<file path="src/rtl/alu_mul_sequencer.sv">
// Shift-and-add multiplier controller that borrows the shared ALU adder to
// produce the low WIDTH bits of a WIDTH x WIDTH product, one multiplier bit per cycle.
module alu_mul_sequencer #(
    parameter int WIDTH = 32,
    parameter int CNT_W = 5
) (
    input  logic             clk,
    input  logic             reset,
    input  logic             Start_i,
    input  logic [WIDTH-1:0] Multiplicand_i,
    input  logic [WIDTH-1:0] Multiplier_i,
    input  logic [WIDTH-1:0] ALU_Result_i,
    output logic [3:0]       ALU_Operation_o,
    output logic [WIDTH-1:0] ALU_A_o,
    output logic [WIDTH-1:0] ALU_B_o,
    output logic             ALU_Owner_o,
    output logic             Busy_o,
    output logic             Done_o,
    output logic [WIDTH-1:0] Result_o,
    output logic             Zero_o
);
    localparam logic [1:0] IDLE = 2'd0;
    localparam logic [1:0] ITER = 2'd1;
    localparam logic [1:0] DONE = 2'd2;

    logic [1:0]       state;
    logic [WIDTH-1:0] acc;
    logic [WIDTH-1:0] mcand;
    logic [WIDTH-1:0] mplier;
    logic [CNT_W-1:0] count;
    logic [WIDTH-1:0] acc_next;
    logic             last;

    // The ALU sum is only taken when the current multiplier bit is set.
    always_comb begin
        acc_next = mplier[0] ? ALU_Result_i : acc;
        last     = (count == CNT_W'(WIDTH - 1)) || ((mplier >> 1) == '0);
    end

    always_ff @(posedge clk) begin
        if (reset) begin
            state    <= IDLE;
            acc      <= '0;
            mcand    <= '0;
            mplier   <= '0;
            count    <= '0;
            Result_o <= '0;
            Zero_o   <= 1'b0;
        end else begin
            case (state)
                IDLE: begin
                    if (Start_i) begin
                        mcand  <= Multiplicand_i;
                        mplier <= Multiplier_i;
                        acc    <= '0;
                        count  <= '0;
                        state  <= ITER;
                    end
                end
                ITER: begin
                    acc    <= acc_next;
                    mcand  <= mcand << 1;
                    mplier <= mplier >> 1;
                    count  <= count + 1'b1;
                    // Early exit once no set multiplier bits remain.
                    if (last) begin
                        state    <= DONE;
                        Result_o <= acc_next;
                        Zero_o   <= (acc_next == '0);
                    end
                end
                DONE:    state <= IDLE;
                default: state <= IDLE;
            endcase
        end
    end

    assign ALU_Operation_o = 4'b0000;
    assign ALU_Owner_o     = (state == ITER);
    assign ALU_A_o         = ALU_Owner_o ? acc : '0;
    assign ALU_B_o         = ALU_Owner_o ? mcand : '0;
    assign Busy_o          = (state != IDLE);
    assign Done_o          = (state == DONE);
endmodule
</file>
<file path="config.mk">
export PLATFORM = sky130hd
export DESIGN_NAME = alu_mul_sequencer
export DESIGN_NICKNAME = d
export VERILOG_FILES = /design/src/rtl/alu_mul_sequencer.sv
export SDC_FILE = /design/constraint.sdc
export NUM_CORES = 1
export LEC_CHECK = 0
export ABC_AREA = 0
export CORE_MARGIN = 3
export CORE_UTILIZATION = 43
export CTS_CLUSTER_SIZE = 25
export DETAILED_ROUTE_END_ITERATION = 16
export PLACE_DENSITY_LB_ADDON = 0.1
export SLEW_MARGIN = 20
export SYNTH_ARGS = -nofsm -noshare
export SYNTH_HDL_FRONTEND = slang
export SYNTH_SLANG_ARGS = --single-unit
export TNS_END_PERCENT = 50
</file>
<file path="constraint.sdc">
create_clock -name clk -period 1.85 [get_ports clk]
set_input_delay 0.37 -clock clk [delete_from_list [all_inputs] [get_ports clk]]
set_output_delay 0.37 -clock clk [all_outputs]
set_load 0.02 [all_outputs]
</file>
[Word-level counts from Yosys, hierarchy flattened]
Index checks and enable logic that the tools add are counted.
Word-level totals
  input port bits: 99
  word-level logic and storage cells: 36
  output and inout port bits: 104
  register bits: 136
Operators by class
  add/sub/neg operators: 1
  reduce and logical (&&, ||, !) cells: 9
  muxes and demuxes: 14
  equality and inequality tests: 5
Operators by type and width (count)
  $mux 32: 6
  $pmux 32 s2: 3
  $logic_not 32->1: 2
  $pmux 5 s2: 1
  $reduce_and 2->1: 3
  $add 5x1->5 const B: 1
  $eq 5x5->1 const B: 1
  $mux 5: 1
  $mux 2: 2
  $pmux 2 s2: 1
  $reduce_bool 2->1: 2
  $eq 2x1->1 const B: 1
  $eq 2x2->1 const B: 1
  $logic_not 2->1: 1
  $ne 2x1->1 const B: 1
  $ne 2x2->1 const B: 1
  $logic_or 1x1->1: 1

[Depth between registers and ports, before layout]
Gate-level depths: netlist of the first run.
  depth after elaboration: 4
  depth in mapped cells: 8
  gate-level depth less buffers: 6

[Least setup slack after synthesis of the first run]
OpenSTA, ideal clock, no wires.
  path type: register -> output
  start point: register state[1]
  end point: output Done_o
  data required time: 1480 ps
  slack: 90 ps
  data arrival time: 1390 ps
  cell stages (with the launch flop): 5
  buffers on the path: 3
  cell sequence: dfxtp_1 clkbuf_1 clkbuf_1 clkbuf_1 nor2b_1
On the way
  longest elaborated chain between the ends: 1
Ends and longest elaborated chain
  from (decl): RTL line 26  | logic [1:0] state;
  from (signal assigned): RTL line 42  | state <= IDLE;
  from (signal assigned): RTL line 57  | state <= ITER;
  from (signal assigned): RTL line 67  | state <= DONE;
  $eq 2x2->1: RTL line 83  | assign Done_o = (state == DONE);
  to (decl): RTL line 18  | output logic Done_o,
Every way passes these cells.

[Final worst setup path of the first run]
  start point: register state[1]
  end point: output ALU_A_o[9]
On the way
  longest elaborated chain between the ends: 2
Ends and longest elaborated chain
  $eq 2x1->1: RTL line 79  | assign ALU_Owner_o = (state == ITER);
  $mux 32: RTL line 80  | assign ALU_A_o = ALU_Owner_o ? acc : '0;
  to (decl): RTL line 14  | output logic [WIDTH-1:0] ALU_A_o,
Every way passes these cells.

==> out/summary.txt, run 1 <==
vias per inst -> 5.38
Total Routing Usage GR -> 0.235
post-layout min period -> 1.93 ns
Hold Crit Depth -> 2
initial antenna violation count -> 0
clock share of power -> 0.443
Die H -> 133 µm
Synth Register Bits -> 136
r2r startpoint -> mplier[27]
post-synth top area share -> 0.393
worst path arrival time -> 1.56 ns
Die Wd -> 133 µm
Req. time, crit path -> 1.48 ns
Final Cycle Share -> 1.04
routed length per instance -> 17.1 µm
Nets -> 1,175
global-route wire length before repair -> 33.8 mm
share of cells above drive strength 1 -> 0.241
CTS tree -> built
Core ar. -> 15,500 µm²
H-Tree Depth -> 4
Num CTS Buffers -> 17
Worst-Skew Late Latency -> 0.43 ns
GP Congestion -> 0.841
sequential cell area fraction in the yosys report -> 0.393
setup ws final -> -0.0823 ns
Hold Crit Endpoint -> Result_o[29]
met1 Use GR -> 0.308
Final Non-Filler Cells -> 1,298
WS Path Type -> reg2out
DRT iter0 DRCs -> 522
Pwr Total -> 8.41 mW
synth warn -> 0
Die Footprint -> 17,700 µm²
flop2flop setup slack -> 0.05 ns
Final Skew -> 0.0115 ns
initial cell density of the core -> 0.447
Hold Crit Class -> in2reg
syn_area_per_cell -> 7.93 µm²
cts hold-fix bufs -> 0
switch share -> 0.253
routing usage on met2 -> 0.381
Worst VDD drop -> 684 µV
failing checks -> setup timing
Most Used Layer, Global Route -> met2
Switch Pwr -> 2.13 mW
status -> finished, violations left
DRC -> 0
clk sink count -> 136
Setup crit end kind -> output port
reg-to-reg critical path endpoint -> Result_o[2]
placed insts -> 1,251
post-route cell area -> 10,600 µm²
DRT Pass-1 Iters -> 4
RSZ-0062 raised after global routing -> true
CTS clk-pin slew, worst paths -> 0.06 ns
f_max -> 518 MHz
largest cells by area after synthesis -> dfxtp_1 39%, a21oi_1 9.5%, mux2i_1 6.8%
largest net degree at the start of global routing -> 49
Vias -> 6,982
DP Wirelength -> 14.2 mm
Inserted Diodes -> 0
dominant cell type by area after synthesis -> dfxtp_1
setup violators final -> 57
Post-Synthesis Cell Area -> 6930 µm²
Routed Antenna Nets -> 0
Post-Route WL -> 22.2 mm
Final Hold Fails -> 0
hold_sp -> reset
vias in the first global route -> 6,582
Max Slew Vio Count -> 0
setup_tns -> -2.81 ns
Pwr Density -> 796 nW/µm²
Sequential Power Share -> 0.387
# fillers -> 1,253
std cell rows -> 45
Int Pwr -> 6.28 mW
power share of the combinational group -> 0.171
distinct cell type count after synthesis -> 39
Max Fanout on Critical Path -> 14
root buffer cell -> clkbuf_16
P_leak -> 4.22 nW
Mapped Cells -> 874
met3 Use GR -> 0.0711
io pins -> 203
Final Core Density -> 0.682
area delta synth->final -> 52.4%
Clock Path Buffers -> 2
number of port buffers -> 198
Max-Cap Viols -> 0
grt ovf -> 0
CP startpoint kind -> flop
area post-placement -> 9330 µm²
Register-to-Register Path Depth -> 7
[cells by family (layout without fill, tap and decap cells)]
group | count (synthesis) | after routing | synth area share
other | 1 | 4 | 0.000541
adders and majority gates | 2 | 2 | 0.00361
and+or+nand+nor | 237 | 237 | 0.161
muxes | 48 | 48 | 0.0695
DFF | 136 | 136 | 0.393
AOI/OAI and AO/OA | 317 | 317 | 0.288
buffers and inverters | 133 | 343 | 0.0836
[flip-flops by register name (all words and copies together), names as in the netlist]
register,flops
mcand,32
count,5
mplier,32
Zero_o,1
acc,32
state,2
Result_o,32
[power groups by stage]
stage	sequential (mW)	clock, mW	combinational, mW
after floorplan	3.24	0	0.726
after global placement	3.29	0	1.26
after detailed placement	3.29	0	1.27
after CTS	3.23	3.76	1.33
after global routing	3.27	3.88	1.57
final	3.25	3.72	1.43
[placed cells by master (no fill, tap or decap), types with 3 or more instances in the layout]
master	instances
nor3_1	7
conb_1	4
inv_1	48
and2_1	8
clkinv_2	3
a22oi_1	6
clkbuf_16	22
a21oi_1	130
bufinv_16	4
buf_6	59
nand4_1	5
clkbuf_1	3
nor4_2	4
mux2i_1	47
nor2_1	84
and2_4	41
clkbuf_8	4
o21ai_0	94
dfxtp_2	3
nor2_4	8
nor4_1	13
buf_2	4
clkdlybuf4s50_1	129
buf_12	14
nand3_1	3
a211oi_2	30
nand2_1	49
nor2b_1	3
buf_4	47
a211oi_1	17
dfxtp_1	132
a22o_1	32
[routing by layer]
metal	up-vias	routed length (µm)
met2	250	10500
met1	3274	9820
met3	14	1730
met4	0	167
li1	3444	-
met5	-	0
[worst max-delay path, stage by stage, from the launching register on]
cell      delay, ns
dfxtp_4        0.34
nand2b_4       0.15
clkinv_8       0.06
buf_12         0.13
buf_12         0.14
and2_1         0.15
buf_2          0.15
[worst max path at each step]
stage	end	startpoint	slack, ns
after floorplan	Done_o	state[1]	0.09
after global placement	ALU_A_o[19]	state[1]	0.007
after detailed placement	ALU_B_o[28]	state[1]	-0.01
after CTS	ALU_B_o[23]	state[1]	-0.10
after global routing	ALU_A_o[9]	state[1]	-0.13
final	ALU_A_o[9]	state[1]	-0.08
[synthesized netlist by cell type]
library cell    n
nor4_1         18
nand3_1         3
o21bai_1        1
nor4b_1         1
inv_1          48
o21a_1          1
and3_1          1
ha_1            2
buf_4           9
a22oi_1         6
or2_2           1
mux2i_1        47
a21o_1          1
nand4_1         5
nor3b_1         1
a211oi_1       20
o22ai_1         1
nor3_2          1
o21ai_1         1
nor3_1          8
buf_6           2
nand2_1        49
mux2_2          1
inv_2           1
buf_8           1
and2_1         49
nor2b_1         4
a211oi_2       27
buf_1          10
nand2b_1        2
o21ai_0        94
a21oi_1       132
nor2_1         94
a22o_1         32
clkbuf_1       46
conb_1          1
o21bai_4        1
buf_2          16
dfxtp_1       136
[cell type report]
class	count	area (µm²)	area share
inverters	49	196	0.0186
well taps	211	264	0.0250
repair buffers	262	2820	0.267
flip-flops and latches	136	2730	0.259
multi-input cells	608	3890	0.369
clock inverters	7	135	0.0128
clock buffers	25	517	0.0490
[per-stage QoR]
step	hold WS (ns)	setup slack, ns
after floorplan	0.472	0.0897
after global placement	0.475	0.00695
after detailed placement	0.469	-0.0134
after CTS	0.317	-0.101
after global routing	0.338	-0.131
final	0.331	-0.0823
[timing repair]
action | in CTS | in global routing
resized for setup | 327 | 140
pin swaps | 0 | 9
setup buffers | 0 | 7
gates cloned | 3 | 5
setup endpoints to repair | 67 | 97
(Power assumes the default switching activity.)
==> inputs of run 2 (changes only) <==
--- a/config.mk
+++ b/config.mk
@@ -7,12 +7,12 @@
 export LEC_CHECK = 0
 export ABC_AREA = 0
 export CORE_MARGIN = 3
-export CORE_UTILIZATION = 43
-export CTS_CLUSTER_SIZE = 25
+export CORE_UTILIZATION = 45
 export DETAILED_ROUTE_END_ITERATION = 16
+export DONT_BUFFER_PORTS = 1
 export PLACE_DENSITY_LB_ADDON = 0.1
 export SLEW_MARGIN = 20
 export SYNTH_ARGS = -nofsm -noshare
 export SYNTH_HDL_FRONTEND = slang
 export SYNTH_SLANG_ARGS = --single-unit
-export TNS_END_PERCENT = 50
+export TNS_END_PERCENT = 1
==> run 2 against run 1 <==
  * Critical endpoint is now ALU_A_o[10]
  * Sequential share of layout area rose by 7.8 points
  * Utilization decreased by 13 points
  * Clock-buffer cell count down 5
  * The run still ends with setup timing left
  * First-iteration DRC count is 11% lower
==> out/summary.txt, run 2 (synthesis results as in run 1) <==
DRT iter0 DRCs -> 463
switch share -> 0.255
vias per inst -> 5.85
Req. time, crit path -> 1.48 ns
dpl ws -> -0.0140 ns
Final Cycle Share -> 1.02
largest net degree at the start of global routing -> 108
Final Hold Fails -> 0
number of port buffers -> 0
root buffer cell -> clkbuf_16
Clock Path Buffers -> 2
Final Core Density -> 0.547
DP Wirelength -> 12.8 mm
global-route wire length before repair -> 31.5 mm
WS Path Type -> reg2out
clk sink count -> 136
setup_tns -> -0.265 ns
routed length per instance -> 18.7 µm
share of cells above drive strength 1 -> 0.198
Total Routing Usage GR -> 0.232
status -> finished, violations left
r2r startpoint -> mplier[8]
CTS clk-pin slew, worst paths -> 0.06 ns
hold_sp -> ALU_Result_i[16]
Max Slew Vio Count -> 0
grt ovf -> 0
CP max stage delay -> 0.35 ns
Routed Antenna Nets -> 0
most frequent cells in the layout -> 133 x dfxtp_1, 132 x a21oi_1, 94 x o21ai_0
DRC -> 0
Die Wd -> 130 µm
Max-Cap Viols -> 0
io pins -> 203
Setup crit end kind -> output port
clock share of power -> 0.461
Switch Pwr -> 1.98 mW
Worst VDD drop -> 619 µV
Int Pwr -> 5.77 mW
Buf/Inv on CP -> 2
initial antenna violation count -> 0
std cell rows -> 44
post-CTS setup buffers -> 0
cts hold-fix bufs -> 0
Num CTS Buffers -> 17
initial cell density of the core -> 0.468
CP startpoint kind -> flop
CTS tree -> built
Crit path max-delay family -> simple AND/OR/NAND/NOR gates
Sequential Power Share -> 0.418
worst path arrival time -> 1.51 ns
f_max -> 532 MHz
post-layout min period -> 1.88 ns
P_leak -> 3.15 nW
power share of the combinational group -> 0.121
CP startpoint -> state[1]
Pwr Density -> 957 nW/µm²
Final Non-Filler Cells -> 1,053
Worst-Skew Late Latency -> 0.42 ns
Core ar. -> 14,800 µm²
GP Congestion -> 0.850
Die Footprint -> 16,900 µm²
Final Skew -> 0.0124 ns
DRT Pass-1 Iters -> 5
worst path cell trace -> nand2b_4, inv_8, buf_16, and2_4
# fillers -> 1,394
most common cell after layout, fill and taps aside -> dfxtp_1
Hold Crit Class -> in2reg
setup ws final -> -0.0282 ns
Post-Route WL -> 19.7 mm
Vias -> 6,161
H-Tree Depth -> 4
failing checks -> setup timing
setup violators final -> 16
RSZ-0062 raised after global routing -> true
Die H -> 130 µm
area delta synth->final -> 16.9%
vias in the first global route -> 5,851
placed insts -> 1,020
CP max-delay cell -> dfxtp_4
Max Fanout on Critical Path -> 37
Nets -> 958
Inserted Diodes -> 0
run 2: changes by cell type in the layout (fill, tap and decap cells not counted), sizes merged:
cell	before	now
buf	127	45
bufbuf	1	0
clkbuf	29	20
clkdlybuf4s50	129	0
clkinv	4	7
dlygate4sd2	1	0
inv	48	49
run 2: layer usage:
metal / global-route usage / wire [µm]
met5: 0 / 0
met4: 0.0764 / 367
met3: 0.0913 / 2050
met2: 0.348 / 8720
met1: 0.307 / 8600
run 2: worst reg2reg max path, stage by stage, from the launching register on:
cell and delay, ns:
dfxtp_2 0.34, nor4_2 0.27, buf_4 0.15, nand4_1 0.14, o21bai_4 0.27, and2_4 0.22, buf_12 0.18, a211oi_2 0.10
run 2: layout make-up:
cell class	instances	area (µm²)	area share
Clock buffer	20	447	0.0552
Clock inverter	11	174	0.0215
Inverter	49	191	0.0236
Multi-Input combinational cell	608	3810	0.471
Sequential cell	136	2730	0.337
Tap cell	184	230	0.0284
Timing Repair Buffer	45	515	0.0637
run 2: path summary, 6_finish.rpt:
check,end,slack [ns],depth (start not counted)
max,ALU_A_o[10],-0.03,4
min,acc[16],0.08,1
min reg2reg,mcand[27],0.51,2
max reg2reg,Result_o[16],0.08,7
run 2: per-stage QoR:
stage	power (mW)	cell area, µm²	hold WS (ns)
2_1_floorplan	3.97	6940	0.472
3_3_place_gp	4.13	7220	0.456
3_5_place_dp	4.15	7220	0.460
4_1_cts	7.79	8000	0.0174
5_1_grt	8.07	8100	0.0235
6_report	7.75	8100	0.0829
run 2: power groups by stage:
stage / Clock (mW) / Sequential (mW) / Combinational (mW)
5_1_grt: 3.76 / 3.26 / 1.04
3_5_place_dp: 0 / 3.29 / 0.865
3_3_place_gp: 0 / 3.28 / 0.846
2_1_floorplan: 0 / 3.24 / 0.726
6_report: 3.58 / 3.24 / 0.936
4_1_cts: 3.64 / 3.23 / 0.920
run 2: repair_timing:
item / in CTS / in global routing
endpoints found under the setup margin: 78 / 88
hold endpoints to repair: 0 / 0
resized for setup: 67 / 41
cloned: 2 / 0
==> inputs of run 3 (changes only) <==
--- a/config.mk
+++ b/config.mk
@@ -11,7 +11,6 @@
 export DETAILED_ROUTE_END_ITERATION = 16
 export DONT_BUFFER_PORTS = 1
 export PLACE_DENSITY_LB_ADDON = 0.1
-export SLEW_MARGIN = 20
 export SYNTH_ARGS = -nofsm -noshare
 export SYNTH_HDL_FRONTEND = slang
 export SYNTH_SLANG_ARGS = --single-unit
==> results of run 3 <==
No change in the layout: final DEF, timing and power equal those of run 2.
